--- config.mk ---
export PLATFORM = sky130hd
export DESIGN_NAME = counter_hexdisp
export DESIGN_NICKNAME = d
export VERILOG_FILES = /design/src/rtl/counter_hexdisp_pkg.sv /design/src/rtl/counter_hexdisp_sevenseg.sv /design/src/rtl/counter_hexdisp.sv
export SDC_FILE = /design/constraint.sdc
export NUM_CORES = 1
export LEC_CHECK = 0
export CORE_MARGIN = 1.5
export CORE_UTILIZATION = 32
export CTS_CLUSTER_DIAMETER = 100
export DETAILED_ROUTE_END_ITERATION = 6
export SETUP_SLACK_MARGIN = 0.05
export SLEW_MARGIN = 20
export SYNTH_ARGS = -nofsm -noshare
export SYNTH_HDL_FRONTEND = slang
export SYNTH_SLANG_ARGS = --single-unit
--- constraint.sdc ---
create_clock -name in_clk -period 1.8 [get_ports in_clk]
set_input_delay 0.45 -clock in_clk [delete_from_list [all_inputs] [get_ports in_clk]]
set_output_delay 0.45 -clock in_clk [all_outputs]
set_load 0.005 [all_outputs]
--- src/rtl/counter_hexdisp_pkg.sv ---
// Shared constants for the hex counter display: segment width and the
// hex-to-seven-segment lookup (a on bit 0, active-high).
package counter_hexdisp_pkg;

    localparam int unsigned seg_w = 7;
    localparam int unsigned nib_w = 4;

    // Entry n holds the pattern for hex digit n; index 0 is the rightmost element.
    localparam logic [15:0][seg_w-1:0] hex_seg_lut = {
        7'h71, 7'h79, 7'h5E, 7'h39,   // F E d C
        7'h7C, 7'h77, 7'h6F, 7'h7F,   // b A 9 8
        7'h07, 7'h7D, 7'h6D, 7'h66,   // 7 6 5 4
        7'h4F, 7'h5B, 7'h06, 7'h3F    // 3 2 1 0
    };

endpackage : counter_hexdisp_pkg

--- src/rtl/counter_hexdisp_sevenseg.sv ---
// Combinational hex digit to seven-segment decoder with optional segment
// order reversal and active-low output.
module sevenseg
    import counter_hexdisp_pkg::*;
#(
    parameter bit zero_is_on        = 1'b0,
    parameter bit inverse_numbering = 1'b0
) (
    input  logic [nib_w-1:0] in_digit,
    output logic [seg_w-1:0] out_leds
);

    logic [seg_w-1:0] base_pat;
    logic [seg_w-1:0] rev_pat;

    assign base_pat = hex_seg_lut[in_digit];

    for (genvar j = 0; j < seg_w; j++) begin : g_rev
        assign rev_pat[j] = base_pat[seg_w-1-j];
    end

    // Reordering first, then polarity, so inversion covers the final layout.
    always_comb begin
        out_leds = base_pat;
        if (inverse_numbering) begin
            out_leds = rev_pat;
        end
        if (zero_is_on) begin
            out_leds = ~out_leds;
        end
    end

endmodule : sevenseg

--- src/rtl/counter_hexdisp.sv ---
// Free-running up-counter whose value is decoded onto one seven-segment
// pattern per hex digit.
module counter_hexdisp
    import counter_hexdisp_pkg::*;
#(
    parameter int unsigned num_ctrbits       = 4,
    parameter bit          zero_is_on        = 1'b0,
    parameter bit          inverse_numbering = 1'b0
) (
    input  logic                                        in_clk,
    input  logic                                        in_rst,
    output logic [num_ctrbits-1:0]                      out_ctr,
    output logic [seg_w*((num_ctrbits+3)/4)-1:0]        out_leds
);

    localparam int unsigned num_digits = (num_ctrbits + 3) / 4;
    localparam int unsigned ext_w      = nib_w * num_digits;

    logic [ext_w-1:0] ctr_ext;

    // Wraps naturally at all-ones; no enable and no overflow flag.
    always_ff @(posedge in_clk or negedge in_rst) begin
        if (!in_rst) begin
            out_ctr <= '0;
        end else begin
            out_ctr <= out_ctr + num_ctrbits'(1);
        end
    end

    // Top nibble is zero-extended when the width is not a multiple of 4.
    assign ctr_ext = ext_w'(out_ctr);

    for (genvar k = 0; k < num_digits; k++) begin : g_digit
        sevenseg #(
            .zero_is_on       (zero_is_on),
            .inverse_numbering(inverse_numbering)
        ) u_seg (
            .in_digit(ctr_ext[nib_w*k +: nib_w]),
            .out_leds(out_leds[seg_w*k +: seg_w])
        );
    end

endmodule : counter_hexdisp

==> run metrics <==
number of placed I/O pins=13; Vert. Die Dim=a little under 40 um; Critical Path RT=1.35 ns; Worst VDD drop=~330 uV; port bufs=12; initial DRC count=6; crit start category=register; Peak Freq=a little under 500 MHz; Vias/cell=4.80; largest net degree at the start of global routing=9; leakage=around 0.00042 uW; max-slew violation count=0; max reg flops=4; DRC Markers=0; Slew HR=between 80 and 90%; # Max-Cap Violations=0; Final Setup Violations=7; GRT Total Usage=between 20% and 30%; internal power=around 170 uW; RSZ-0062 raised after global routing=true; total wire length=approximately 1.3 mm; total power=~200 uW; share of post-route cells with drive strength above 1=68.4%; synth unique cells=20; Min-Delay Path Class=primary input to asynchronous set/reset pin; Least-Margin Pin Slew=0.178 ns; cell area after synthesis=roughly 420 sq um; Layout Nets=~90; Fillers=86; vias in the first global route=around 440; post-synth top area cell=dfrtp_1; clock sink count=4; min cycle time layout=a little over 2 ns; CTS tree=built; H-tree depth=1; Post-synth EDFFs=0; synthesis-to-finish area growth=99.4%; final hold violations=0; cell row count=12; Worst-Skew Late Latency=between 0.2 and 0.25 ns; syn nets=51; switching share of total power=around 16%; synth top area cells=dfrtp_1 24%, ha_1 24%, mux2_2 8.1%, mux4_1 6.3%, inv_1 5.4%; r2r setup slk=0.63 ns; antenna-violating nets left=0; yosys warns=0; switching power=around 33 uW; DRT Pass-1 Iters=4; CTS root buf=clkbuf_4; failing checks=setup timing; Mapped Cells=about 40; cts bufs inserted=3; clock slew at reported path FFs=roughly 0.04 ns; combinational power share=about 1.7%; status=complete, but fails checks; Worst Setup End Kind=output pin; Worst Path Max Fanout=4; die area=about 1500 sq um; most frequent cells in the layout=16 x buf_4, 7 x buf_6, 5 x ha_4, 5 x buf_2; Starting Density=between 30% and 40%; # diodes=0; initial antenna violation count=0; Reg power frac=45.4%; Top Registers=out_ctr (4); Post-synth ARST share=100%; area fraction of the dominant cell type after synthesis=24.0%; CP Class=register to output pin; CTS max path bufs=2; routed wire length per instance=14.1 um; Setup Skew=about 0.0033 ns; power density cells=roughly 240 nW/um^2; first-pass GRT wire length=~2.0 mm; Largest Register=out_ctr; die width=around 40 um; Clock Power Share=between 50% and 60%; Synth Flop Type=dfrtp_1; CP Data Arrival Time=between 1.5 and 2 ns; grt total ovfl=0; setup slack after layout=-0.226 ns; DP HPWL=791 um; gpl congestion=about 0.80; utilization after layout=a little over 70%; Core ar.=between 1000 and 1500 sq um; #FFs+latches synth=4; average cell area after synthesis=slightly above 10 sq um; Tcrit/Tclk final=113%; sequential area share after synthesis=between 20% and 30%; vias=roughly 430; most common cell after layout, fill and taps aside=buf_4
==> what timing repair did <==
action / in CTS / in global routing
hold buffers: 0 / 0
endpoints found under the setup margin: 8 / 10
setup buffers: 7 / 0
gates resized for setup: 49 / 8
pin swaps: 6 / 5
==> cell usage after synthesis, types with 2 or more instances <==
library cell,count
ha_1,8
mux2_2,3
nor2_1,2
mux2i_1,2
a21oi_1,2
dfrtp_1,4
nand2b_1,2
inv_1,6
==> area by class of cell <==
type                            instances  area, sq um  share of cell area, %
Clock buffer                            3         22.5                   2.70
Sequential cell                         4          104                   12.5
Timing Repair Buffer                   34          298                   35.7
Multi-Input combinational cell         29          364                   43.7
Inverter                                6         27.5                   3.30
Tap cell                               14         17.5                   2.10
==> worst max-delay path: stages, from the launching register on <==
cell and delay, ns:
dfrtp_2 0.45, inv_4 0.10, ha_4 0.20, mux4_2 0.46, buf_6 0.13
==> routing by layer <==
metal  GRT usage, %  up-vias  routed length (um)
li1               -      212                   -
met1           21.3      213                 489
met2           39.6        7                 763
met3           1.73        0                  18
met4           7.76        0                   0
met5              0        -                   0
==> through the flow <==
step	instances	setup TNS (ns)	setup WS (ns)	hold WS (ns)	instance area, sq um
floorplan	41	0	0.106	0.154	417
global placement	81	-1.69	-0.315	0.621	658
detailed placement	81	-1.75	-0.334	0.639	658
CTS	90	-1.06	-0.211	0.419	803
global route	90	-1.49	-0.268	0.421	833
finish	90	-1.02	-0.226	0.419	833
==> worst paths after layout <==
| check | from | end | cells after the start |
|---|---|---|---|
| max reg2reg | out_ctr[0] | out_ctr[2] | 4 |
| min reg2reg | out_ctr[3] | out_ctr[3] | 2 |
| min in group in_clk | out_ctr[3] | out_ctr[3] | 2 |
| min | in_rst | out_ctr[2] | 1 |
| max in group asynchronous | in_rst | out_ctr[1] | 1 |
| max | out_ctr[0] | out_leds[3] | 4 |
==> cell families after synthesis <==
kind of cell	after synthesis	synth area share, %
XOR/XNOR	2	4.19
adder cells (fa/ha/maj)	8	24.0
buffers and inverters	8	9.28
AO/OA/AOI/OAI	6	10.5
flip-flops	4	24.0
AND/OR/NAND/NOR	7	8.98
multiplexers	6	19.2
==> power by group through the flow <==
stage / Combinational, uW / Sequential [uW] / Clock, uW
after floorplan: 0.000158 / 91.6 / 0
final: 3.41 / 90.4 / 105
after global routing: 3.82 / 90.3 / 118
after global placement: 3.51 / 91.5 / 0
after detailed placement: 3.60 / 91.5 / 0
after CTS: 3.60 / 90.4 / 111
No activity file was read; power rests on OpenSTA's default activity.
